<file path="config.mk">
export PLATFORM = sky130hd
export DESIGN_NAME = load_store_unit_flat
export DESIGN_NICKNAME = d
export VERILOG_FILES = /design/src/rtl/load_store_unit_if.sv /design/src/rtl/load_store_unit.sv /design/src/flat_wrapper.sv
export SDC_FILE = /design/constraint.sdc
export NUM_CORES = 1
export LEC_CHECK = 0
export ABC_CLOCK_PERIOD_IN_PS = 2800
export BUFFER_PORTS_ARGS = -buffer_cell sky130_fd_sc_hd__buf_2
export CORE_MARGIN = 4
export CORE_UTILIZATION = 50
export CTS_BUF_LIST = sky130_fd_sc_hd__clkbuf_8
export DETAILED_ROUTE_END_ITERATION = 10
export PLACE_DENSITY = 0.73
export SLEW_MARGIN = 30
export SYNTH_ARGS = -nofsm -noshare
export SYNTH_HDL_FRONTEND = slang
export SYNTH_SLANG_ARGS = --single-unit
</file>
<file path="constraint.sdc">
create_clock -name clk -period 2.8 [get_ports clk]
set_clock_uncertainty 0.1 [all_clocks]
set_input_delay 0.14 -clock clk [delete_from_list [all_inputs] [get_ports clk]]
set_output_delay 0.14 -clock clk [all_outputs]
set_load 0.05 [all_outputs]
</file>
<file path="src/rtl/load_store_unit_if.sv">
// Core/memory bundle for the load-store unit: request, response and data-memory port.
// Pure wiring, no latency of its own.
// Backpressure is carried by req_ready; the memory side has no stall.
interface load_store_unit_if;
  // core request
  logic        req_valid;
  logic        req_write;
  logic [1:0]  req_size;
  logic        req_unsigned;
  logic [31:0] req_addr;
  logic [31:0] req_wdata;
  logic        req_ready;
  // core response
  logic        resp_valid;
  logic [31:0] resp_rdata;
  logic        resp_misaligned;
  logic        resp_fault;
  // data memory
  logic [31:0] mem_addr;
  logic [31:0] mem_wdata;
  logic        mem_read;
  logic        mem_write;
  logic [31:0] mem_rdata;

  // LSU side
  modport slave (
    input  req_valid, req_write, req_size, req_unsigned, req_addr, req_wdata, mem_rdata,
    output req_ready, resp_valid, resp_rdata, resp_misaligned, resp_fault,
           mem_addr, mem_wdata, mem_read, mem_write
  );

  // core + memory side
  modport master (
    output req_valid, req_write, req_size, req_unsigned, req_addr, req_wdata, mem_rdata,
    input  req_ready, resp_valid, resp_rdata, resp_misaligned, resp_fault,
           mem_addr, mem_wdata, mem_read, mem_write
  );
endinterface

</file>
<file path="src/rtl/load_store_unit.sv">
// Load-store unit: LB/LH/LW/LBU/LHU/SB/SH/SW onto a word-wide async-read memory, RMW for sub-word stores.
// Latency accept->resp_valid: error 1, load 2, word store 2, sub-word store 3 cycles.
// One op in flight; req_ready is high only in IDLE, so the core stalls for the whole op.
module load_store_unit #(
  parameter int MEM_WORDS = 64
) (
  input logic clk,
  input logic reset,
  load_store_unit_if.slave bus
);

  localparam logic [1:0] SZ_BYTE = 2'b00;
  localparam logic [1:0] SZ_HALF = 2'b01;
  localparam logic [1:0] SZ_WORD = 2'b10;

  typedef enum logic [2:0] {
    IDLE   = 3'd0,
    READ   = 3'd1,
    RMW_RD = 3'd2,
    WRITE  = 3'd3,
    RESP   = 3'd4
  } state_t;

  state_t      state;
  logic        write_q;
  logic [1:0]  size_q;
  logic        unsigned_q;
  logic [31:0] addr_q;
  logic [31:0] wdata_q;
  logic [31:0] merged_q;

  logic        resp_valid_r;
  logic [31:0] resp_rdata_r;
  logic        resp_misaligned_r;
  logic        resp_fault_r;

  logic        accept;
  logic        req_misaligned;
  logic        req_fault;
  logic [7:0]  lane_b;
  logic [15:0] lane_h;
  logic [31:0] load_ext;
  logic [31:0] merged;

  assign accept = bus.req_valid && (state == IDLE);

  // Classify the incoming request; misalignment masks the range check.
  always_comb begin
    req_misaligned = (bus.req_size == 2'b11) ||
                     ((bus.req_size == SZ_HALF) && bus.req_addr[0]) ||
                     ((bus.req_size == SZ_WORD) && (bus.req_addr[1:0] != 2'b00));
    req_fault      = !req_misaligned && (bus.req_addr[31:2] >= 30'(MEM_WORDS));
  end

  // Lane select, load extension and store merge, all keyed off the latched request.
  always_comb begin
    lane_b = bus.mem_rdata[{addr_q[1:0], 3'b000} +: 8];
    lane_h = bus.mem_rdata[{addr_q[1], 4'b0000} +: 16];
    case (size_q)
      SZ_BYTE: load_ext = unsigned_q ? {24'h0, lane_b} : {{24{lane_b[7]}}, lane_b};
      SZ_HALF: load_ext = unsigned_q ? {16'h0, lane_h} : {{16{lane_h[15]}}, lane_h};
      default: load_ext = bus.mem_rdata;
    endcase
    merged = bus.mem_rdata;
    if (size_q == SZ_BYTE) begin
      merged[{addr_q[1:0], 3'b000} +: 8] = wdata_q[7:0];
    end else begin
      merged[{addr_q[1], 4'b0000} +: 16] = wdata_q[15:0];
    end
  end

  // Sequencer: latch on accept, one cycle per state, response registered on entry to RESP.
  always_ff @(posedge clk or negedge reset) begin
    if (!reset) begin
      state             <= IDLE;
      write_q           <= 1'b0;
      size_q            <= 2'b00;
      unsigned_q        <= 1'b0;
      addr_q            <= 32'h0;
      wdata_q           <= 32'h0;
      merged_q          <= 32'h0;
      resp_valid_r      <= 1'b0;
      resp_rdata_r      <= 32'h0;
      resp_misaligned_r <= 1'b0;
      resp_fault_r      <= 1'b0;
    end else begin
      case (state)
        IDLE: begin
          if (accept) begin
            write_q    <= bus.req_write;
            size_q     <= bus.req_size;
            unsigned_q <= bus.req_unsigned;
            addr_q     <= bus.req_addr;
            wdata_q    <= bus.req_wdata;
            if (req_misaligned || req_fault) begin
              resp_valid_r      <= 1'b1;
              resp_rdata_r      <= 32'h0;
              resp_misaligned_r <= req_misaligned;
              resp_fault_r      <= req_fault;
              state             <= RESP;
            end else if (!bus.req_write) begin
              state <= READ;
            end else if (bus.req_size == SZ_WORD) begin
              state <= WRITE;
            end else begin
              state <= RMW_RD;
            end
          end
        end
        READ: begin
          resp_valid_r      <= 1'b1;
          resp_rdata_r      <= write_q ? 32'h0 : load_ext;
          resp_misaligned_r <= 1'b0;
          resp_fault_r      <= 1'b0;
          state             <= RESP;
        end
        RMW_RD: begin
          merged_q <= merged;
          state    <= WRITE;
        end
        WRITE: begin
          resp_valid_r      <= 1'b1;
          resp_rdata_r      <= 32'h0;
          resp_misaligned_r <= 1'b0;
          resp_fault_r      <= 1'b0;
          state             <= RESP;
        end
        RESP: begin
          resp_valid_r      <= 1'b0;
          resp_rdata_r      <= 32'h0;
          resp_misaligned_r <= 1'b0;
          resp_fault_r      <= 1'b0;
          state             <= IDLE;
        end
        default: state <= IDLE;
      endcase
    end
  end

  // Memory strobes are Moore outputs of the state so an async reset drops them immediately.
  assign bus.mem_read  = (state == READ) || (state == RMW_RD);
  assign bus.mem_write = (state == WRITE);
  assign bus.mem_addr  = ((state == READ) || (state == RMW_RD) || (state == WRITE)) ?
                         {addr_q[31:2], 2'b00} : 32'h0;
  assign bus.mem_wdata = (state == WRITE) ? ((size_q == SZ_WORD) ? wdata_q : merged_q) : 32'h0;

  assign bus.req_ready       = (state == IDLE);
  assign bus.resp_valid      = resp_valid_r;
  assign bus.resp_rdata      = resp_rdata_r;
  assign bus.resp_misaligned = resp_misaligned_r;
  assign bus.resp_fault      = resp_fault_r;

endmodule

</file>
<file path="src/flat_wrapper.sv">
// flat-port wrapper written by rule: the top's interface ports become plain ports
module load_store_unit_flat 
#(
  parameter int MEM_WORDS = 64
)
  (clk, reset, bus_req_valid, bus_req_write, bus_req_size, bus_req_unsigned, bus_req_addr, bus_req_wdata, bus_mem_rdata, bus_req_ready, bus_resp_valid, bus_resp_rdata, bus_resp_misaligned, bus_resp_fault, bus_mem_addr, bus_mem_wdata, bus_mem_read, bus_mem_write);
  load_store_unit_if bus_i ();
  input logic clk;
  input logic reset;
  input wire logic [$bits(bus_i.req_valid)-1:0] bus_req_valid;
  input wire logic [$bits(bus_i.req_write)-1:0] bus_req_write;
  input wire logic [$bits(bus_i.req_size)-1:0] bus_req_size;
  input wire logic [$bits(bus_i.req_unsigned)-1:0] bus_req_unsigned;
  input wire logic [$bits(bus_i.req_addr)-1:0] bus_req_addr;
  input wire logic [$bits(bus_i.req_wdata)-1:0] bus_req_wdata;
  input wire logic [$bits(bus_i.mem_rdata)-1:0] bus_mem_rdata;
  output wire logic [$bits(bus_i.req_ready)-1:0] bus_req_ready;
  output wire logic [$bits(bus_i.resp_valid)-1:0] bus_resp_valid;
  output wire logic [$bits(bus_i.resp_rdata)-1:0] bus_resp_rdata;
  output wire logic [$bits(bus_i.resp_misaligned)-1:0] bus_resp_misaligned;
  output wire logic [$bits(bus_i.resp_fault)-1:0] bus_resp_fault;
  output wire logic [$bits(bus_i.mem_addr)-1:0] bus_mem_addr;
  output wire logic [$bits(bus_i.mem_wdata)-1:0] bus_mem_wdata;
  output wire logic [$bits(bus_i.mem_read)-1:0] bus_mem_read;
  output wire logic [$bits(bus_i.mem_write)-1:0] bus_mem_write;
  assign bus_i.req_valid = bus_req_valid;
  assign bus_i.req_write = bus_req_write;
  assign bus_i.req_size = bus_req_size;
  assign bus_i.req_unsigned = bus_req_unsigned;
  assign bus_i.req_addr = bus_req_addr;
  assign bus_i.req_wdata = bus_req_wdata;
  assign bus_i.mem_rdata = bus_mem_rdata;
  assign bus_req_ready = bus_i.req_ready;
  assign bus_resp_valid = bus_i.resp_valid;
  assign bus_resp_rdata = bus_i.resp_rdata;
  assign bus_resp_misaligned = bus_i.resp_misaligned;
  assign bus_resp_fault = bus_i.resp_fault;
  assign bus_mem_addr = bus_i.mem_addr;
  assign bus_mem_wdata = bus_i.mem_wdata;
  assign bus_mem_read = bus_i.mem_read;
  assign bus_mem_write = bus_i.mem_write;
  load_store_unit #(.MEM_WORDS(MEM_WORDS)) u_core (.clk(clk), .reset(reset), .bus(bus_i));
endmodule
</file>
==> run metrics <==
Worst-path clk slew 80 ps; syn avg cell area 9.38 µm²; die area 17600 µm²; Critical Path RT 2560 ps; Final Cycle Share 90.5%; TritonCTS buffer count 17; Synth Register Bits 138; family with the most delay on the worst path buffers and inverters; Post-DRT Antenna Nets 0; pin count of the biggest net entering global routing 80; Ant. Diodes 0; H-tree depth 4; max incr delay on CP 390 ps; postcts setup bufs 0; global routing met3 resource utilization 6.05%; Final setup viols 0; Cells after Synth 828; leak pwr 0.00503 µW; via count 7299; WS Path Type reg2out; peak supply drop 0.597 mV; CP arrival 2290 ps; startpoint types register; Layout area overhead 30.8%; Setup TNS 0 ps; Initial Util 51.1%; GR Layer Usage met1 37.8%; RSZ-0062 raised after global routing no; DR pass1 iterations 5; number of remaining DRC errors 0; Multi-input gate area 3970 µm²; layout cells sized above 1 31.2%; YS warnings 0; # IOs 205; PostCTS Resize Cnt 0; total global routing overflow 0; register area 3450 µm²; Worst path slowest cell dfrtp_1; Pwr per Cell Area 789 nW/µm²; worst hold slack 29.7 ps; number of clock sinks 138; DRT Wirelength 24.1 mm; CP Capture Type output pin; FFs w/ async S/R, synth 100%; buffer depth of the longest clock path 2; clk root buf clkbuf_8; Rows 45; total power 8010 µW; met2 global-route usage 43.4%; Final Hold Viols 0; hold crit path type in2reg; max-slew violation count 0; I/O Buffers 202; first-pass GRT wire length 38.6 mm; gr usage total 27.5%; reg2reg start u_core.state[2]; Hold Startpoint bus_req_valid; max cap viols 0; Post-synth EDFFs 0; Worst slew margin 49.8%; die height 133 µm; DR vias/cell 5.68; total core area 15200 µm²; Critical Path Source u_core.size_q[1]; worst slew pin tran 753 ps; GRT Max-Usage Layer met2; status finished clean; Initial DRC Count 632; GP Congestion 0.870; Avg WL per Cell 18.8 µm; final net count 1191; Clock Latency Late Sink 460 ps; Seq/Total Area, Yosys 44.5%; worst-path fanout max 32; post-synthesis cell type count 57; CP cell instances clkinv_1, nor2_2, buf_4, nand2_1, a21oi_1, buf_2; Hold Buf Count CTS 84; Worst Path Buf+Inv 3; Fmax 395 MHz; die width 133 µm; post-route minimum period 2530 ps; initial antenna violation count 0; vias in the first global route 7191; DP HPWL 16.1 mm; final design utilization 66.8%; Syn Std Cell Area 7760 µm²; dominant synthesized flop cell dfrtp_1; fill count 1215; CTS tree yes
per-layer routing:
metal	share of wire, %	routed length, µm
met5	0	0
met2	47	11500
met3	6.9	1680
met1	43	10400
met4	2.4	578
metrics by stage:
step                setup WS (ps)  cells  cell area, µm²
floorplan                     410    829            7770
global placement              687   1168            8860
detailed placement            613   1168            8860
CTS                           251   1284           10200
global route                  108   1284           10200
finish                        267   1284           10200
registers in the layout, summed over array words and instances, names as in the netlist, 2 cells and up:
name                   cells
u_core.addr_q             32
u_core.bus.resp_rdata     32
u_core.merged_q           32
u_core.wdata_q            32
u_core.state               3
u_core.size_q              2
final timing paths:
path | to | slack (ps) | cells after the start
hold / removal | u_core.bus.resp_fault | 30 | 4
setup reg to reg | u_core.bus.resp_rdata[25] | 600 | 4
min in group asynchronous | u_core.wdata_q[25] | 190 | 2
hold reg to reg | u_core.merged_q[14] | 380 | 2
max in group asynchronous | u_core.bus.resp_rdata[14] | 1710 | 3
setup / recovery | bus_mem_wdata[7] | 270 | 6
worst min-delay path, stage by stage:
cell      delay [ps]
buf_2            110
inv_1            130
a2111o_1         110
nand3_1           60
kinds of logic after synthesis:
| kind of cell | count (synthesis) | synth area share (%) |
|---|---|---|
| AND/OR/NAND/NOR | 308 | 19.7 |
| multiplexers | 101 | 14.3 |
| AO/OA/AOI/OAI | 197 | 16.0 |
| adder cells (fa/ha/maj) | 5 | 0.806 |
| other | 1 | 0.0483 |
| flip-flops | 138 | 44.5 |
| buffers and inverters | 77 | 4.59 |
| XOR/XNOR | 1 | 0.113 |
layout make-up:
type | count | share of cell area (%)
Multi-Input combinational cell | 614 | 39.1
Sequential cell | 138 | 34.0
Timing Repair Buffer | 303 | 19.8
Clock buffer | 19 | 2.58
Tap cell | 188 | 2.32
Clock inverter | 13 | 1.89
Inverter | 9 | 0.333
cell usage after synthesis (2+ instances only):
master	number	area, µm²
nand2_1	144	541
dfrtp_1	138	3450
a21oi_1	70	350
mux2_2	66	743
o21ai_0	54	270
and2_1	47	294
clkbuf_1	41	154
mux2i_1	33	330
nand3_1	26	130
nand4_1	26	163
nor2_1	25	93.8
a22oi_1	17	128
a22o_1	16	140
buf_2	12	60.1
nor2b_1	10	62.6
a31o_2	9	78.8
a31oi_1	8	50.1
and3b_1	8	70.1
buf_4	8	60.1
inv_1	8	30.0
a311oi_1	6	52.6
ha_1	5	62.6
buf_1	4	15.0
nor4_1	4	25.0
a21oi_2	3	26.3
a32o_1	3	30.0
buf_6	3	33.8
nand2b_1	2	12.5
nand3b_1	2	15.0
or3_1	2	12.5
or4_1	2	15.0
report_power, final:
| part | internal (µW) | switching, µW | leakage (µW) | total, µW |
|---|---|---|---|---|
| combinational | 1400 | 1750 | 0.00322 | 3160 |
| sequential | 2510 | 486 | 0.00160 | 3000 |
| clock | 1020 | 831 | 0.000207 | 1850 |
| total | 4940 | 3070 | 0.00503 | 8010 |
placed cells by master, fill, tap and decap left out, types with 5 or more instances in the layout:
cell type and n:
a22oi_1 17, nor2_1 22, a22o_1 16, o21ai_0 54
a31o_2 9, a21oi_1 70, a31oi_1 8, mux2_2 66
clkbuf_8 19, nor2b_1 10, dfrtp_1 137, nand4_1 26
and2_1 47, inv_1 8, clkinvlp_4 6, nand3_1 26
dlygate4sd3_1 84, mux2i_1 33, and3b_1 8, buf_4 15
nand2_1 144, ha_1 5, a311oi_1 6, buf_2 201
(Power assumes the default switching activity.)
